--- config.mk ---
export PLATFORM = sky130hd
export DESIGN_NAME = fifo_nword_fwft
export DESIGN_NICKNAME = d
export VERILOG_FILES = /design/src/rtl/fifo_nword_pkg.sv /design/src/rtl/fifo_nword_store.sv /design/src/rtl/fifo_nword_fwft.sv
export SDC_FILE = /design/constraint.sdc
export NUM_CORES = 1
export LEC_CHECK = 0
export BUFFER_PORTS_ARGS = -buffer_cell sky130_fd_sc_hd__buf_2
export CORE_UTILIZATION = 40
export CTS_CLUSTER_SIZE = 25
export DETAILED_ROUTE_END_ITERATION = 8
export MAX_ROUTING_LAYER = met4
export PLACE_DENSITY = 0.55
export REMOVE_ABC_BUFFERS = 1
export SETUP_SLACK_MARGIN = 0.05
export SYNTH_ARGS = -nofsm -noshare
export SYNTH_HDL_FRONTEND = slang
export SYNTH_SLANG_ARGS = --single-unit
--- constraint.sdc ---
create_clock -name clk -period 7.19 [get_ports clk]
set_input_delay 1.0785 -clock clk [delete_from_list [all_inputs] [get_ports clk]]
set_output_delay 1.0785 -clock clk [all_outputs]
set_load 0.02 [all_outputs]
--- src/rtl/fifo_nword_pkg.sv ---
// Shared sizing helpers, thresholds and error-flag payload for the N-word FWFT FIFO.
package fifo_nword_pkg;

  localparam int unsigned DEF_AE_LEVEL  = 1;
  localparam int unsigned DEF_AF_MARGIN = 2;

  typedef struct packed {
    logic overflow;
    logic underflow;
  } fifo_err_t;

  // Width of the occupancy count, which must be able to represent depth itself.
  function automatic int unsigned lvl_w(input int unsigned depth);
    return $clog2(depth + 1);
  endfunction

  // Store pointer width; a one-entry store still needs a one-bit pointer.
  function automatic int unsigned ptr_w(input int unsigned depth);
    return (depth - 1 <= 1) ? 1 : $clog2(depth - 1);
  endfunction

endpackage

--- src/rtl/fifo_nword_store.sv ---
// (depth-1)-entry register array: clocked write port, asynchronous read port.
module fifo_nword_store #(
  parameter int unsigned bits    = 8,
  parameter int unsigned entries = 7,
  parameter int unsigned aw      = 3
) (
  input  logic            clk,
  input  logic            wr_en,
  input  logic [aw-1:0]   wr_addr,
  input  logic [bits-1:0] wr_data,
  input  logic [aw-1:0]   rd_addr,
  output logic [bits-1:0] rd_data
);

  logic [bits-1:0] r_mem [entries];

  always_ff @(posedge clk) begin
    if (wr_en) r_mem[wr_addr] <= wr_data;
  end

  assign rd_data = r_mem[rd_addr];

endmodule

--- src/rtl/fifo_nword_fwft.sv ---
// First-word-fall-through FIFO: head register plus circular store, level and threshold flags.
// Optional sticky overflow/underflow flags with err_clr when FIFO_NWORD_ERR_FLAGS_EN is defined.
module fifo_nword_fwft
  import fifo_nword_pkg::*;
#(
  parameter int unsigned bits     = 8,
  parameter int unsigned depth    = 8,
  parameter int unsigned af_level = depth - DEF_AF_MARGIN,
  parameter int unsigned ae_level = DEF_AE_LEVEL
) (
  input  logic                     clk,
  input  logic                     reset_n,
  input  logic                     shift_in,
  input  logic                     shift_out,
  input  logic [bits-1:0]          data_in,
  output logic [bits-1:0]          data_out,
  output logic                     fifo_not_empty,
  output logic                     fifo_full,
  output logic [lvl_w(depth)-1:0]  level,
  output logic                     almost_full,
`ifdef FIFO_NWORD_ERR_FLAGS_EN
  input  logic                     err_clr,
  output logic                     overflow,
  output logic                     underflow,
`endif
  output logic                     almost_empty
);

  localparam int unsigned LW = lvl_w(depth);
  localparam int unsigned PW = ptr_w(depth);

  logic [bits-1:0] r_head;
  logic            r_not_empty;
  logic [LW-1:0]   r_level;
  logic [PW-1:0]   r_wptr;
  logic [PW-1:0]   r_rptr;
  logic            r_af;
  logic            r_ae;

  logic            w_full;
  logic            w_in_ok;
  logic            w_out_ok;
  logic            w_store_empty;
  logic            w_wr_en;
  logic [bits-1:0] w_rd_data;
  logic [bits-1:0] w_head_nxt;
  logic            w_not_empty_nxt;
  logic [LW-1:0]   w_level_nxt;
  logic [PW-1:0]   w_wptr_nxt;
  logic [PW-1:0]   w_rptr_nxt;

  function automatic logic [PW-1:0] ptr_inc(input logic [PW-1:0] p);
    return (p == PW'(depth - 2)) ? '0 : p + PW'(1);
  endfunction

  fifo_nword_store #(
    .bits    (bits),
    .entries (depth - 1),
    .aw      (PW)
  ) u_store (
    .clk     (clk),
    .wr_en   (w_wr_en),
    .wr_addr (r_wptr),
    .wr_data (data_in),
    .rd_addr (r_rptr),
    .rd_data (w_rd_data)
  );

  // A full FIFO still accepts a word when the head is consumed in the same cycle.
  assign w_full        = (r_level == LW'(depth)) && !shift_out;
  assign w_in_ok       = shift_in && !w_full;
  assign w_out_ok      = shift_out && r_not_empty;
  assign w_store_empty = (r_level <= LW'(1));

  // Next head/pointer/level; new words bypass the store whenever the head is free.
  always_comb begin
    w_head_nxt      = r_head;
    w_not_empty_nxt = r_not_empty;
    w_wr_en         = 1'b0;
    w_wptr_nxt      = r_wptr;
    w_rptr_nxt      = r_rptr;
    w_level_nxt     = r_level;

    if (!r_not_empty) begin
      if (w_in_ok) begin
        w_head_nxt      = data_in;
        w_not_empty_nxt = 1'b1;
      end
    end else if (w_out_ok) begin
      if (w_store_empty) begin
        if (w_in_ok) w_head_nxt = data_in;
        else         w_not_empty_nxt = 1'b0;
      end else begin
        w_head_nxt = w_rd_data;
        w_rptr_nxt = ptr_inc(r_rptr);
        if (w_in_ok) begin
          w_wr_en    = 1'b1;
          w_wptr_nxt = ptr_inc(r_wptr);
        end
      end
    end else if (w_in_ok) begin
      w_wr_en    = 1'b1;
      w_wptr_nxt = ptr_inc(r_wptr);
    end

    unique case ({w_in_ok, w_out_ok})
      2'b10:   w_level_nxt = r_level + LW'(1);
      2'b01:   w_level_nxt = r_level - LW'(1);
      default: w_level_nxt = r_level;
    endcase
  end

  always_ff @(posedge clk or negedge reset_n) begin
    if (!reset_n) begin
      r_head      <= '0;
      r_not_empty <= 1'b0;
      r_level     <= '0;
      r_wptr      <= '0;
      r_rptr      <= '0;
      r_af        <= 1'b0;
      r_ae        <= 1'b1;
    end else begin
      r_head      <= w_head_nxt;
      r_not_empty <= w_not_empty_nxt;
      r_level     <= w_level_nxt;
      r_wptr      <= w_wptr_nxt;
      r_rptr      <= w_rptr_nxt;
      r_af        <= (w_level_nxt >= LW'(af_level));
      r_ae        <= (w_level_nxt <= LW'(ae_level));
    end
  end

`ifdef FIFO_NWORD_ERR_FLAGS_EN
  fifo_err_t r_err;

  // Sticky error flags; a set in the same cycle as err_clr wins.
  always_ff @(posedge clk or negedge reset_n) begin
    if (!reset_n) begin
      r_err <= '0;
    end else begin
      if (err_clr) r_err <= '0;
      if (shift_in && w_full)       r_err.overflow  <= 1'b1;
      if (shift_out && !r_not_empty) r_err.underflow <= 1'b1;
    end
  end

  assign overflow  = r_err.overflow;
  assign underflow = r_err.underflow;
`endif

  assign data_out       = r_head;
  assign fifo_not_empty = r_not_empty;
  assign fifo_full      = w_full;
  assign level          = r_level;
  assign almost_full    = r_af;
  assign almost_empty   = r_ae;

endmodule

==> results.json <==
{
  "synth-main-ff-cell": "sky130_fd_sc_hd__edfxtp_1",
  "final_max_slew_viol_count": 0,
  "postSynthRegisterBits": 77,
  "synth.mux.area_fraction_pct": 10.1,
  "synth_most_common_cell": "sky130_fd_sc_hd__edfxtp_1",
  "final.hold.worst_slack_ns": 0.558,
  "finalWeightedCongestion": 0.796,
  "routed_wl_um": 6450,
  "synth_commonest_cells": "sky130_fd_sc_hd__edfxtp_1 (56), sky130_fd_sc_hd__dfrtp_1 (20), sky130_fd_sc_hd__nand2b_1 (19), sky130_fd_sc_hd__mux2_2 (10), sky130_fd_sc_hd__nand3_1 (10)",
  "crit_path_end_kind": "flop",
  "fillerInstances": 716,
  "numCtsBuffers": 9,
  "layout-area-overhead-vs-synth_pct": 14.9,
  "critPathKind": "reg -> reg",
  "drive_above_1_share_pct": 34.1,
  "wire_per_inst_um": 18.4,
  "tritoncts": "yes",
  "drc": 0,
  "post-cts-setup-buffer-count": 0,
  "yosys.area.top_type_share_pct": 50.8,
  "core_area_um2": 7850,
  "synth_xor_area_share_pct": 0,
  "clk-insertion-delay-late_ns": 0.34,
  "die_area_um2": 8640,
  "post_cts_resize_count": 0,
  "max_freq_ghz": 0.344,
  "grtUsageTotal_pct": 17.1,
  "synth_top_area_cell": "sky130_fd_sc_hd__edfxtp_1",
  "ctsHoldBuffers": 0,
  "max_cap_viol_count": 0,
  "async_flop_share_pct": 27.3,
  "timing.final.crit_share_pct": 40.4,
  "vias": 1879,
  "final.setup.tns_ns": 0,
  "clock_tree.root_cell": "sky130_fd_sc_hd__clkbuf_8",
  "synth-edff-count": 56,
  "yosys.area_share.adder_pct": 2.27,
  "detailed_place.area_um2": 3580,
  "initial_utilization_pct": 42.2,
  "ant_nets": 0,
  "setup_violations": 0,
  "die_h_um": 92.9,
  "startpoint_type": "flop",
  "cts.sink_count": 77,
  "cp_data_arrival_time_ns": 2.86,
  "gr_overflow_total": 0,
  "n_antenna_cell": 0,
  "skew_ns": 0.00624,
  "outcome": "complete, no violations",
  "worst_hold_path_type": "reg -> reg",
  "postSynthCellCount": 213,
  "route.detailed.vias_per_inst": 5.35,
  "cts.htree.levels": 3,
  "final_instance_area_um2": 3800,
  "max-vdd-ir-drop_mv": 0.147,
  "place_hpwl_um": 4080,
  "synth_compound_gate_area_share_pct": 9.04,
  "power.total_mw": 1.54,
  "clk_path_buf_depth": 2,
  "total_standard_cell_area_after_synthesis_um2": 3310,
  "first_pass_grt_wire_length_um": 10400,
  "maximum_number_of_pins_on_one_net_before_global_route_repair": 29,
  "pre_cts_slack_ns": 3.97,
  "worst_slack_ns": 4.29,
  "firstDrtPassIters": 4,
  "port-buffer-count": 27,
  "clkSlewWorstSetupHoldPaths_ns": 0.08,
  "ys_top_cells_by_area": "sky130_fd_sc_hd__edfxtp_1 (51%), sky130_fd_sc_hd__dfrtp_1 (15%), sky130_fd_sc_hd__mux4_2 (5.4%)",
  "combinational_family_with_the_most_area_after_synthesis": "multiplexers",
  "worst_slew_margin_rel_pct": 24.1,
  "cp_data_required_time_ns": 7.14,
  "initialDrtViolationCount": 81,
  "pin_slew_with_the_least_headroom_to_its_limit_ns": 1.13,
  "yosysUniqueCellTypes": 38,
  "pin_count": 28,
  "power.static_leakage_nw": 1.38,
  "fp-row-count": 32,
  "synth_sequential_area_ratio_pct": 66.8,
  "die_w_um": 92.9,
  "synth.avg_cell_area_um2": 15.5,
  "grt_pass1_vias": 1975,
  "hold_viol": 0,
  "synth_simple_gate_area_share_pct": 9.49,
  "ys.warnings.count": 0,
  "final_period_minus_worst_setup_slack_ns": 2.90,
  "critical_path.max_fanout": 8,
  "rsz_0062_raised_after_global_routing": "no",
  "cellPowerDensity_nw_per_um2": 404,
  "layout.nets": 262,
  "grt_antenna_before_repair": 0
}
==> kinds of logic after synthesis <==
logic type / after synthesis
compound gates: 35
mux: 21
fa+ha+maj: 6
flops: 77
buf+inv: 19
simple gates: 55
==> critical path, cell delays in order (launching register included) <==
cell and delay [ns]:
sky130_fd_sc_hd__dfrtp_1 0.49, sky130_fd_sc_hd__inv_1 0.10, sky130_fd_sc_hd__ha_1 0.24, sky130_fd_sc_hd__nor2_1 0.26, sky130_fd_sc_hd__o41ai_4 0.16, sky130_fd_sc_hd__or2_1 0.34
sky130_fd_sc_hd__nor3_1 0.93
==> report_power, final <==
part           total, mW  switching, mW  leakage (nW)  internal (mW)
Combinational      0.478          0.243         0.511          0.235
Sequential         0.701          0.129         0.753          0.572
Clock              0.359          0.154         0.112          0.204
==> area by class of cell <==
type	count	area (um^2)	area share [%]
Tap cell	102	128	3.36
Clock buffer	10	138	3.62
Timing Repair Buffer	31	165	4.34
Multi-Input combinational cell	117	1050	27.5
Sequential cell	77	2210	58.1
Inverter	8	30.0	0.790
Clock inverter	6	86.3	2.27
==> layout by cell type, fill, tap and decap left out, types with 2 or more instances in the layout <==
cell type                   count
sky130_fd_sc_hd__clkinv_2       2
sky130_fd_sc_hd__clkbuf_8      10
sky130_fd_sc_hd__nor4_2         4
sky130_fd_sc_hd__nor2_1         3
sky130_fd_sc_hd__nand3_1       10
sky130_fd_sc_hd__dfrtp_1       20
sky130_fd_sc_hd__nand2b_1      19
sky130_fd_sc_hd__buf_4          4
sky130_fd_sc_hd__bufinv_16      2
sky130_fd_sc_hd__o31ai_1        3
sky130_fd_sc_hd__a31oi_1        2
sky130_fd_sc_hd__ha_1           6
sky130_fd_sc_hd__o211ai_1       8
sky130_fd_sc_hd__nor3_1         3
sky130_fd_sc_hd__nand2_1        7
sky130_fd_sc_hd__inv_1          7
sky130_fd_sc_hd__nor2b_1        2
sky130_fd_sc_hd__buf_2         27
sky130_fd_sc_hd__a21o_1         2
sky130_fd_sc_hd__mux2_4         2
sky130_fd_sc_hd__mux4_2         8
sky130_fd_sc_hd__mux2_2        10
sky130_fd_sc_hd__edfxtp_1      56
sky130_fd_sc_hd__o21ai_0        5
sky130_fd_sc_hd__o221a_2        8
sky130_fd_sc_hd__a21oi_1        2
sky130_fd_sc_hd__and2_1         2
==> stage by stage <==
step,utilization [%],cells
after floorplan,-,202
after global placement,45.6,335
after detailed placement,45.6,335
after CTS,48.4,351
after global routing,48.4,351
final,48.4,351
==> registers in the layout, summed over array words and instances (netlist names) <==
signal and flops:
fifo_not_empty 1, almost_empty 1, r_wptr 3, almost_full 1, level 4, r_rptr 3, u_store.r_mem 56, data_out 8
==> final timing paths <==
check	start	end	slack [ns]	cells past startpoint
setup / recovery	level[0]	u_store.r_mem[5][4]	4.29	6
hold / removal	data_out[6]	data_out[6]	0.56	1
setup reg to reg	level[0]	u_store.r_mem[5][4]	4.29	6
hold reg to reg	data_out[6]	data_out[6]	0.56	1
max in group asynchronous	reset_n	almost_empty	6.11	1
min in group asynchronous	reset_n	level[0]	0.71	1
==> routing by layer <==
metal,global-route usage (%),routed length (um)
met1,21.8,3020
met2,26.3,3100
met3,3.53,176
met4,8.08,155
met5,-,0
No activity file was read; power rests on OpenSTA's default activity.
